<file path="src/rtl/axi_ram_arb_pkg.sv">
// Shared types for the two-master axi_ram arbiter.
// Arbitration mode is selected by AXI_RAM_ARB_RR_EN (see axi_ram_arb_sel).
package axi_ram_arb_pkg;
    localparam int NUM_MASTERS = 2;

    typedef enum logic [1:0] {W_IDLE, W_ADDR, W_DATA, W_RESP} wr_state_e;
    typedef enum logic [1:0] {R_IDLE, R_ADDR, R_DATA} rd_state_e;
endpackage

</file>
<file path="src/rtl/axi_ram_arb_sel.sv">
// Two-request grant selector. AXI_RAM_ARB_RR_EN defined: round-robin on ties;
// undefined: master 0 wins ties.
module axi_ram_arb_sel
    import axi_ram_arb_pkg::*;
(
    input  logic [NUM_MASTERS-1:0] req,
    input  logic                   last_grant,
    output logic                   grant
);
`ifndef AXI_RAM_ARB_RR_EN
    logic unused_last_grant;
    assign unused_last_grant = last_grant;
`endif

    always_comb begin
        grant = 1'b0;
        if (req[0] && req[1]) begin
`ifdef AXI_RAM_ARB_RR_EN
            grant = ~last_grant;
`else
            grant = 1'b0;
`endif
        end else if (req[1]) begin
            grant = 1'b1;
        end
    end
endmodule

</file>
<file path="src/rtl/axi_ram_arbiter.sv">
// Two-master to one-slave AXI4 arbiter in front of axi_ram; independent read
// and write paths, each locked for a full burst. Tie-break mode: AXI_RAM_ARB_RR_EN.
module axi_ram_arbiter
    import axi_ram_arb_pkg::*;
#(
    parameter int DATA_WIDTH = 32,
    parameter int ADDR_WIDTH = 16,
    parameter int STRB_WIDTH = DATA_WIDTH / 8,
    parameter int ID_WIDTH   = 8
) (
    input  logic                  clk,
    input  logic                  rst,
    // master 0
    input  logic [ID_WIDTH-1:0]   m0_axi_awid,
    input  logic [ADDR_WIDTH-1:0] m0_axi_awaddr,
    input  logic [7:0]            m0_axi_awlen,
    input  logic [2:0]            m0_axi_awsize,
    input  logic [1:0]            m0_axi_awburst,
    input  logic                  m0_axi_awlock,
    input  logic [3:0]            m0_axi_awcache,
    input  logic [2:0]            m0_axi_awprot,
    input  logic                  m0_axi_awvalid,
    output logic                  m0_axi_awready,
    input  logic [DATA_WIDTH-1:0] m0_axi_wdata,
    input  logic [STRB_WIDTH-1:0] m0_axi_wstrb,
    input  logic                  m0_axi_wlast,
    input  logic                  m0_axi_wvalid,
    output logic                  m0_axi_wready,
    output logic [ID_WIDTH-1:0]   m0_axi_bid,
    output logic [1:0]            m0_axi_bresp,
    output logic                  m0_axi_bvalid,
    input  logic                  m0_axi_bready,
    input  logic [ID_WIDTH-1:0]   m0_axi_arid,
    input  logic [ADDR_WIDTH-1:0] m0_axi_araddr,
    input  logic [7:0]            m0_axi_arlen,
    input  logic [2:0]            m0_axi_arsize,
    input  logic [1:0]            m0_axi_arburst,
    input  logic                  m0_axi_arlock,
    input  logic [3:0]            m0_axi_arcache,
    input  logic [2:0]            m0_axi_arprot,
    input  logic                  m0_axi_arvalid,
    output logic                  m0_axi_arready,
    output logic [ID_WIDTH-1:0]   m0_axi_rid,
    output logic [DATA_WIDTH-1:0] m0_axi_rdata,
    output logic [1:0]            m0_axi_rresp,
    output logic                  m0_axi_rlast,
    output logic                  m0_axi_rvalid,
    input  logic                  m0_axi_rready,
    // master 1
    input  logic [ID_WIDTH-1:0]   m1_axi_awid,
    input  logic [ADDR_WIDTH-1:0] m1_axi_awaddr,
    input  logic [7:0]            m1_axi_awlen,
    input  logic [2:0]            m1_axi_awsize,
    input  logic [1:0]            m1_axi_awburst,
    input  logic                  m1_axi_awlock,
    input  logic [3:0]            m1_axi_awcache,
    input  logic [2:0]            m1_axi_awprot,
    input  logic                  m1_axi_awvalid,
    output logic                  m1_axi_awready,
    input  logic [DATA_WIDTH-1:0] m1_axi_wdata,
    input  logic [STRB_WIDTH-1:0] m1_axi_wstrb,
    input  logic                  m1_axi_wlast,
    input  logic                  m1_axi_wvalid,
    output logic                  m1_axi_wready,
    output logic [ID_WIDTH-1:0]   m1_axi_bid,
    output logic [1:0]            m1_axi_bresp,
    output logic                  m1_axi_bvalid,
    input  logic                  m1_axi_bready,
    input  logic [ID_WIDTH-1:0]   m1_axi_arid,
    input  logic [ADDR_WIDTH-1:0] m1_axi_araddr,
    input  logic [7:0]            m1_axi_arlen,
    input  logic [2:0]            m1_axi_arsize,
    input  logic [1:0]            m1_axi_arburst,
    input  logic                  m1_axi_arlock,
    input  logic [3:0]            m1_axi_arcache,
    input  logic [2:0]            m1_axi_arprot,
    input  logic                  m1_axi_arvalid,
    output logic                  m1_axi_arready,
    output logic [ID_WIDTH-1:0]   m1_axi_rid,
    output logic [DATA_WIDTH-1:0] m1_axi_rdata,
    output logic [1:0]            m1_axi_rresp,
    output logic                  m1_axi_rlast,
    output logic                  m1_axi_rvalid,
    input  logic                  m1_axi_rready,
    // slave (axi_ram)
    output logic [ID_WIDTH-1:0]   s_axi_awid,
    output logic [ADDR_WIDTH-1:0] s_axi_awaddr,
    output logic [7:0]            s_axi_awlen,
    output logic [2:0]            s_axi_awsize,
    output logic [1:0]            s_axi_awburst,
    output logic                  s_axi_awlock,
    output logic [3:0]            s_axi_awcache,
    output logic [2:0]            s_axi_awprot,
    output logic                  s_axi_awvalid,
    input  logic                  s_axi_awready,
    output logic [DATA_WIDTH-1:0] s_axi_wdata,
    output logic [STRB_WIDTH-1:0] s_axi_wstrb,
    output logic                  s_axi_wlast,
    output logic                  s_axi_wvalid,
    input  logic                  s_axi_wready,
    input  logic [ID_WIDTH-1:0]   s_axi_bid,
    input  logic [1:0]            s_axi_bresp,
    input  logic                  s_axi_bvalid,
    output logic                  s_axi_bready,
    output logic [ID_WIDTH-1:0]   s_axi_arid,
    output logic [ADDR_WIDTH-1:0] s_axi_araddr,
    output logic [7:0]            s_axi_arlen,
    output logic [2:0]            s_axi_arsize,
    output logic [1:0]            s_axi_arburst,
    output logic                  s_axi_arlock,
    output logic [3:0]            s_axi_arcache,
    output logic [2:0]            s_axi_arprot,
    output logic                  s_axi_arvalid,
    input  logic                  s_axi_arready,
    input  logic [ID_WIDTH-1:0]   s_axi_rid,
    input  logic [DATA_WIDTH-1:0] s_axi_rdata,
    input  logic [1:0]            s_axi_rresp,
    input  logic                  s_axi_rlast,
    input  logic                  s_axi_rvalid,
    output logic                  s_axi_rready,
    // status
    output logic                  wr_grant,
    output logic                  rd_grant,
    output logic                  wr_busy,
    output logic                  rd_busy
);
    localparam int AXW = ID_WIDTH + ADDR_WIDTH + 8 + 3 + 2 + 1 + 4 + 3;
    localparam int WW  = DATA_WIDTH + STRB_WIDTH + 1;

    wr_state_e wr_state_q, wr_state_d;
    rd_state_e rd_state_q, rd_state_d;
    logic      wr_grant_q, wr_grant_d, rd_grant_q, rd_grant_d;
    logic      wr_sel, rd_sel;

    logic [NUM_MASTERS-1:0][AXW-1:0] m_aw, m_ar;
    logic [NUM_MASTERS-1:0][WW-1:0]  m_w;
    logic [NUM_MASTERS-1:0] m_awvalid, m_wvalid, m_bready, m_arvalid, m_rready;
    logic [NUM_MASTERS-1:0] m_awready, m_wready, m_bvalid, m_arready, m_rvalid;

    // Address/data payloads follow the registered grant; only handshakes are gated.
    assign m_aw[0] = {m0_axi_awid, m0_axi_awaddr, m0_axi_awlen, m0_axi_awsize,
                      m0_axi_awburst, m0_axi_awlock, m0_axi_awcache, m0_axi_awprot};
    assign m_aw[1] = {m1_axi_awid, m1_axi_awaddr, m1_axi_awlen, m1_axi_awsize,
                      m1_axi_awburst, m1_axi_awlock, m1_axi_awcache, m1_axi_awprot};
    assign m_ar[0] = {m0_axi_arid, m0_axi_araddr, m0_axi_arlen, m0_axi_arsize,
                      m0_axi_arburst, m0_axi_arlock, m0_axi_arcache, m0_axi_arprot};
    assign m_ar[1] = {m1_axi_arid, m1_axi_araddr, m1_axi_arlen, m1_axi_arsize,
                      m1_axi_arburst, m1_axi_arlock, m1_axi_arcache, m1_axi_arprot};
    assign m_w[0]  = {m0_axi_wdata, m0_axi_wstrb, m0_axi_wlast};
    assign m_w[1]  = {m1_axi_wdata, m1_axi_wstrb, m1_axi_wlast};

    assign {s_axi_awid, s_axi_awaddr, s_axi_awlen, s_axi_awsize, s_axi_awburst,
            s_axi_awlock, s_axi_awcache, s_axi_awprot} = m_aw[wr_grant_q];
    assign {s_axi_arid, s_axi_araddr, s_axi_arlen, s_axi_arsize, s_axi_arburst,
            s_axi_arlock, s_axi_arcache, s_axi_arprot} = m_ar[rd_grant_q];
    assign {s_axi_wdata, s_axi_wstrb, s_axi_wlast} = m_w[wr_grant_q];

    assign m_awvalid = {m1_axi_awvalid, m0_axi_awvalid};
    assign m_wvalid  = {m1_axi_wvalid,  m0_axi_wvalid};
    assign m_bready  = {m1_axi_bready,  m0_axi_bready};
    assign m_arvalid = {m1_axi_arvalid, m0_axi_arvalid};
    assign m_rready  = {m1_axi_rready,  m0_axi_rready};

    assign {m1_axi_awready, m0_axi_awready} = m_awready;
    assign {m1_axi_wready,  m0_axi_wready}  = m_wready;
    assign {m1_axi_bvalid,  m0_axi_bvalid}  = m_bvalid;
    assign {m1_axi_arready, m0_axi_arready} = m_arready;
    assign {m1_axi_rvalid,  m0_axi_rvalid}  = m_rvalid;

    assign m0_axi_bid   = s_axi_bid;   assign m1_axi_bid   = s_axi_bid;
    assign m0_axi_bresp = s_axi_bresp; assign m1_axi_bresp = s_axi_bresp;
    assign m0_axi_rid   = s_axi_rid;   assign m1_axi_rid   = s_axi_rid;
    assign m0_axi_rdata = s_axi_rdata; assign m1_axi_rdata = s_axi_rdata;
    assign m0_axi_rresp = s_axi_rresp; assign m1_axi_rresp = s_axi_rresp;
    assign m0_axi_rlast = s_axi_rlast; assign m1_axi_rlast = s_axi_rlast;

    axi_ram_arb_sel u_wr_sel (.req(m_awvalid), .last_grant(wr_grant_q), .grant(wr_sel));
    axi_ram_arb_sel u_rd_sel (.req(m_arvalid), .last_grant(rd_grant_q), .grant(rd_sel));

    always_comb begin
        wr_state_d    = wr_state_q;
        wr_grant_d    = wr_grant_q;
        s_axi_awvalid = 1'b0;
        s_axi_wvalid  = 1'b0;
        s_axi_bready  = 1'b0;
        m_awready     = '0;
        m_wready      = '0;
        m_bvalid      = '0;
        case (wr_state_q)
            W_IDLE: if (|m_awvalid) begin
                wr_grant_d = wr_sel;
                wr_state_d = W_ADDR;
            end
            W_ADDR: begin
                s_axi_awvalid         = m_awvalid[wr_grant_q];
                m_awready[wr_grant_q] = s_axi_awready;
                if (s_axi_awvalid && s_axi_awready) wr_state_d = W_DATA;
            end
            W_DATA: begin
                s_axi_wvalid         = m_wvalid[wr_grant_q];
                m_wready[wr_grant_q] = s_axi_wready;
                if (s_axi_wvalid && s_axi_wready && s_axi_wlast) wr_state_d = W_RESP;
            end
            W_RESP: begin
                m_bvalid[wr_grant_q] = s_axi_bvalid;
                s_axi_bready         = m_bready[wr_grant_q];
                if (s_axi_bvalid && s_axi_bready) wr_state_d = W_IDLE;
            end
            default: wr_state_d = W_IDLE;
        endcase
    end

    always_comb begin
        rd_state_d    = rd_state_q;
        rd_grant_d    = rd_grant_q;
        s_axi_arvalid = 1'b0;
        s_axi_rready  = 1'b0;
        m_arready     = '0;
        m_rvalid      = '0;
        case (rd_state_q)
            R_IDLE: if (|m_arvalid) begin
                rd_grant_d = rd_sel;
                rd_state_d = R_ADDR;
            end
            R_ADDR: begin
                s_axi_arvalid         = m_arvalid[rd_grant_q];
                m_arready[rd_grant_q] = s_axi_arready;
                if (s_axi_arvalid && s_axi_arready) rd_state_d = R_DATA;
            end
            R_DATA: begin
                m_rvalid[rd_grant_q] = s_axi_rvalid;
                s_axi_rready         = m_rready[rd_grant_q];
                if (s_axi_rvalid && s_axi_rready && s_axi_rlast) rd_state_d = R_IDLE;
            end
            default: rd_state_d = R_IDLE;
        endcase
    end

    always_ff @(posedge clk) begin
        if (rst) begin
            wr_state_q <= W_IDLE;
            rd_state_q <= R_IDLE;
            wr_grant_q <= 1'b0;
            rd_grant_q <= 1'b0;
        end else begin
            wr_state_q <= wr_state_d;
            rd_state_q <= rd_state_d;
            wr_grant_q <= wr_grant_d;
            rd_grant_q <= rd_grant_d;
        end
    end

    assign wr_grant = wr_grant_q;
    assign rd_grant = rd_grant_q;
    assign wr_busy  = (wr_state_q != W_IDLE);
    assign rd_busy  = (rd_state_q != R_IDLE);
endmodule

</file>
<file path="config.mk">
export PLATFORM = sky130hd
export DESIGN_NAME = axi_ram_arbiter
export DESIGN_NICKNAME = d
export VERILOG_FILES = /design/src/rtl/axi_ram_arb_pkg.sv /design/src/rtl/axi_ram_arb_sel.sv /design/src/rtl/axi_ram_arbiter.sv
export SDC_FILE = /design/constraint.sdc
export NUM_CORES = 1
export LEC_CHECK = 0
export ABC_AREA = 0
export BUFFER_PORTS_ARGS = -buffer_cell sky130_fd_sc_hd__clkbuf_2
export CELL_PAD_IN_SITES_DETAIL_PLACEMENT = 1
export CELL_PAD_IN_SITES_GLOBAL_PLACEMENT = 2
export CORE_AREA = 2 2 225 227
export DETAILED_ROUTE_END_ITERATION = 8
export DIE_AREA = 0 0 227 229
export GPL_TIMING_DRIVEN = 0
export PLACE_DENSITY_LB_ADDON = 0.08
export RECOVER_POWER = 100
export SLEW_MARGIN = 40
export SYNTH_ARGS = -nofsm -noshare
export SYNTH_HDL_FRONTEND = slang
export SYNTH_SLANG_ARGS = --single-unit
</file>
<file path="constraint.sdc">
create_clock -name clk -period 1.45 [get_ports clk]
set_input_delay 0.435 -clock clk [delete_from_list [all_inputs] [get_ports clk]]
set_output_delay 0.435 -clock clk [all_outputs]
set_load 0.005 [all_outputs]
</file>
=== After elaboration in Yosys (flattened, before gate mapping) ===
Cells that the tools add are included.

* Magnitude comparators: 4
* Equality and inequality tests: 12
* Muxes and demuxes: 43
* Bitwise operators: 5
* Reduce and logical (&&, ||, !) cells: 21

{| class="wikitable"
|+ Operators by type and width
! cell !! count
|-
| 2-to-1 mux 45 bit || 4
|-
| 2-to-1 mux 37 bit || 2
|-
| 2-to-1 mux 2 bit || 12
|-
| 2-to-1 mux 1 bit || 21
|-
| inequality test 2 bit, second input constant || 7
|-
| logical AND 1 bit || 11
|-
| bitwise AND 2 bit || 5
|-
| one-hot mux 2 bit (4 select lines) || 1
|-
| equality test 2 bit, second input constant || 3
|-
| one-hot mux 2 bit (3 select lines) || 1
|-
| equality test 2 x 1 -> 1 bit, second input constant || 2
|-
| zero test 2 bit || 2
|-
| < comparator 1 x 2 -> 1 bit, second input constant || 2
|-
| AND reduction 2 bit || 2
|-
| AND reduction 4 bit || 1
|-
| nonzero test 2 bit || 2
|-
| OR reduction 2 bit || 2
|-
| AND reduction 3 bit || 1
|-
| demux 1 bit (select 1 bit) || 2
|-
| >= comparator 1 bit, second input constant || 2
|}

* Register bits: 6
* Output and inout bits: 252
* Logic and storage cells: 89

=== Depth between registers and ports, before layout ===
* Depth in word-level cells: 6
* Gate-level depth with buffers: 6
* Depth with buffers taken out: 6

=== Modules after synthesis ===
From an unflattened synthesis, not the netlist that was laid out.

* Cells, all modules: 318
* Area total of the unflattened synthesis: 2842.7 um^2

{| class="wikitable"
|+ By module, submodules not included
! module !! instances !! cells each !! area each (um^2) !! sequential area each (um^2)
|-
| axi_ram_arbiter || 1 || 316 || 2815.2 || 120.1
|-
| axi_ram_arb_sel || 2 || 1 || 13.8 || 0.0
|}

=== Worst setup path before layout ===
OpenSTA, ideal clock, no wires.

* Path kind: register to output
* Start point: reg wr_grant_q (netlist: wr_grant)
* End point: out s_axi_awcache[0]
* Arrival time: 1.176 ns
* Required time: 1.015 ns
* Slack: -0.161 ns
* Stages on the path, launching flop included: 4
* Path through: dfxtp_1 -> buf_2 -> buf_2 -> mux2_2

* Word-level cells in the longest chain between the ends: 2

{| class="wikitable"
|+ RTL lines
! what !! line !! text
|-
| start: declaration || axi_ram_arbiter.sv:132 || <nowiki>logic wr_grant_q, wr_grant_d, rd_grant_q, rd_grant_d;</nowiki>
|-
| start signal: assignment || axi_ram_arbiter.sv:248 || <nowiki>wr_grant_q <= wr_grant_d;</nowiki>
|-
| 2-to-1 mux 45 bit (not written as such) (2 in series) || axi_ram_arbiter.sv:153 || <nowiki>s_axi_awlock, s_axi_awcache, s_axi_awprot} = m_aw[wr_grant_q];</nowiki>
|-
| end: declaration || axi_ram_arbiter.sv:92 || <nowiki>output logic [3:0] s_axi_awcache,</nowiki>
|}

Every way passes these cells. The select of a mux whose other input is x is not followed.

=== Worst setup path after layout ===
* Start point: reg rd_grant_q (netlist: rd_grant)
* End point: out s_axi_araddr[15]

* Word-level cells in the longest chain between the ends: 2

{| class="wikitable"
|+ RTL lines
! what !! line !! text
|-
| start: declaration || axi_ram_arbiter.sv:132 ||
|-
| start signal: assignment || axi_ram_arbiter.sv:249 || <nowiki>rd_grant_q <= rd_grant_d;</nowiki>
|-
| 2-to-1 mux 45 bit (not written as such) (2 in series) || axi_ram_arbiter.sv:155 || <nowiki>s_axi_arlock, s_axi_arcache, s_axi_arprot} = m_ar[rd_grant_q];</nowiki>
|-
| end: declaration || axi_ram_arbiter.sv:106 || <nowiki>output logic [ADDR_WIDTH-1:0] s_axi_araddr,</nowiki>
|}

Every way passes these cells. The select of a mux whose other input is x is not followed.

==> impl_metrics.csv <==
group,metric,value,unit
status,run_status,"finished with violations",
status,violations,"setup timing",
clocking,cts.htree.levels,1,
critical_path,crit_path_cell_trace,"buf_4, buf_12, buf_12, mux2_4, clkbuf_2",
critical_path,worstPathArrival,1430,ps
placement,detailedPlace.worstSlack,-582,ps
die,initial_core_util,0.0578,
pwr,worst_ir_drop_vdd,0.000347,V
layout,area.sequential,138,um2
grt,globalRouteTotalUtil,0.0798,
clocking,cts_buffer_depth,2,
clocking,hold_buffers,0,
sta,final.period_utilization,1.28,
layout,fin_area,0.00790,mm2
die,num_rows,82,
logic_synthesis,count_of_flip_flops_with_a_built_in_enable_after_synthesis,0,
placement,placedInstanceArea,0.00636,mm2
pwr,sequentialPowerShare,0.061,
clocking,clk_pin_slew,30,ps
grt,grt_max_degree,11,
die,die-height,229,um
critical_path,cpMostUsedCell,"buf_12",
routing,m1WireLength,7000,um
clocking,clock_tree_from_tritoncts,"yes",
logic_synthesis,ys.warnings.count,0,
grt,vias_in_the_first_global_route,4789,
routing,ant_nets,0,
pwr,static-leakage-power,4.08,nW
min_path,hold_class,"in2reg",
critical_path,cp_max_fo,5,
logic_synthesis,post_synth.cell_area_avg,8.97,um2
routing,met2WireLength,13200,um
layout,finish.utilization,0.159,
grt,antenna_found_initial,4,
sta,slew_violations,0,
critical_path,critical_path.max_stage_delay,350,ps
logic_synthesis,synth_top_area_cell,"mux2_2",
routing,wl_per_cell,15.0,um
routing,routed-via-count,4529,
critical_path,worst-r2r-cell-count,6,
pwr,combPwrFrac,0.853,
logic_synthesis,synth.top_cells.by_area,"mux2_2 (50%), buf_4 (28%), dfxtp_1 (4.2%)",
critical_path,critical_path_s_top_delay_family,"buffers and inverters",
logic_synthesis,synth_largest_type_area_fraction,0.498,
sta,max_freq,537,MHz
grt,grt_first_pass_wirelength,31100,um
critical_path,crit_slowest_cell,"dfxtp_4",
sta,worst_slew_margin_rel,0.776,
logic_synthesis,synthDistinctLibCells,26,
placement,dp_hpwl,20300,um
run,timing.max_cap.violations,0,
die,core_area,0.0497,mm2
clocking,ctsRootBufferMaster,"clkbuf_16",
die,die_area,0.0520,mm2
critical_path,worst_ep_required_time,1020,ps
min_path,holdPathStages,2,
routing,drt-initial-drc-count,53,
pwr,intPower,3.32,mW
layout,syn_to_final_growth,175,%
logic_synthesis,postSynth.asyncResetShare,0,
clocking,clock-sinks,6,
sta,final-setup-viol-count,147,
placement,globalplace.congestion,0.655,
critical_path,worst-path-buf-inv,4,
die,ioPinCount,576,
logic_synthesis,ys_top_cells_by_count,"mux2_2 (127), buf_4 (106), buf_2 (16), nor2_1 (8), mux2i_1 (7)",
pwr,netSwitchingPower,1.80,mW
sta,worst_slew_pin_slew,337,ps
layout,fillerInstances,6028,
placement,port_buffers,523,
sta,final_setup_slack_of_the_worst_path,-413,ps
logic_synthesis,synth_flop_cell,"dfxtp_1",
clocking,cts-buffers-inserted,3,
die,die_width,227,um
routing,detailroute.wirelength.met3,2940,um
routing,routed_via_density,2.92,
logic_synthesis,syn-instance-count,320,
sta,unrepaired_setup_endpoints_after_global_routing,"true",
logic_synthesis,syn_nets,648,
routing,drt_wl_total,23200,um
routing,detail_route.first_pass.iterations,3,
pwr,p_sw_frac,0.352,
logic_synthesis,mappedNetlistArea,0.00287,mm2
sta,finalWorstPathRequiredPeriod,1860,ps
critical_path,cp.depth,5,
sta,timing.clock.skew,0.0663,ps
logic_synthesis,synth_seq_area_share,0.0418,
pwr,p_clk_frac,0.086,
layout,final_net_count,1208,
critical_path,setup.worst_path.class,"reg2out",
pwr,power.density,648,mW/mm2
logic_synthesis,library_cell_with_the_highest_instance_count_after_synthesis,"mux2_2",
sta,final_count_of_hold_timing_violations,0,
routing,drt_drc_violations_left,0,
grt,globalRoute.totalOverflow,0,
pwr,design_power_total,5.12,mW
critical_path,critPathLaunchType,"register",
clocking,worst_skew_pair.late_latency,230,ps
routing,highest_layer,"met5",
logic_synthesis,ys_ff_latch,6,
critical_path,timing.critical_path.to_type,"primary output",
layout,multiInputGateArea,0.00248,mm2
layout,layout-drive-gt1-share,0.880,
[registers in the layout, indices dropped and copies added, names as in the netlist]
| signal | count |
|---|---|
| rd_state_q | 2 |
| wr_state_q | 2 |
| rd_grant | 1 |
| wr_grant | 1 |
[through the flow]
stage | instances | hold WS, ps | setup TNS [ps]
6_report | 1551 | 453 | -48550
5_1_grt | 1550 | 479 | -56170
4_1_cts | 1544 | 449 | -54250
3_5_place_dp | 1515 | 524 | -61670
3_3_place_gp | 1515 | 525 | -60080
2_1_floorplan | 320 | 481 | -2910
[cells in the final DEF (no fill, tap or decap), types with 2 or more instances in the layout]
cell / count
clkbuf_16: 6
mux2i_1: 4
buf_4: 81
inv_4: 2
buf_12: 20
and3_1: 2
buf_6: 39
dfxtp_4: 4
nand2b_1: 6
nor2b_1: 4
nor2_4: 4
mux2i_4: 3
clkbuf_1: 72
buf_8: 9
inv_2: 2
and3_4: 3
nand2_2: 2
ha_4: 3
nor2_1: 3
a21oi_1: 3
buf_16: 2
nand2_1: 3
clkbuf_2: 410
mux2_2: 12
a2111oi_4: 2
dfxtp_2: 2
clkbuf_4: 35
buf_2: 6
mux2_4: 115
[routing by layer]
metal,global-route usage,vias to the layer above
met5,0,-
met4,0.00123,4
met3,0.0327,6
met2,0.170,290
met1,0.0715,2106
li1,-,2123
[final cells by class]
cell class,count,share of cell area
multi-input combinational,186,0.314
sequential,6,0.0174
timing repair buffer,556,0.408
buffer,122,0.141
inverter,5,0.00301
clock buffer,3,0.00950
antenna,1,0.000317
tap,672,0.106
[path summary, 6_finish.rpt]
| kind | endpoint | from | slack (ps) |
|---|---|---|---|
| setup / recovery | s_axi_araddr[15] | rd_grant | -410 |
| hold / removal | rd_grant | m0_axi_arvalid | 450 |
| setup reg to reg | wr_state_q[0] | wr_grant | -280 |
| hold reg to reg | wr_state_q[1] | wr_state_q[1] | 550 |
[timing repair]
item,in CTS,in global routing
setup endpoints to repair,148,148
resized for setup,217,106
buffers inserted,19,11
cloned,8,2
pin swaps,7,5
[cells by family after synthesis]
kind of cell             share of synthesized area
multiplexers                                 0.523
flip-flops                                  0.0418
AND/OR/NAND/NOR                             0.0654
buffers and inverters                        0.313
AO/OA/AOI/OAI                               0.0397
adder cells (fa/ha/maj)                     0.0174
[power groups by stage]
stage	sequential (mW)	clock (mW)	combinational [mW]
after global placement	0.274	0	3.12
after detailed placement	0.272	0	3.07
after CTS	0.315	0.453	4.23
after global routing	0.322	0.468	4.74
final	0.312	0.440	4.37
after floorplan	0.242	0	1.57
Note: power is estimated with default switching activity, not from simulation.
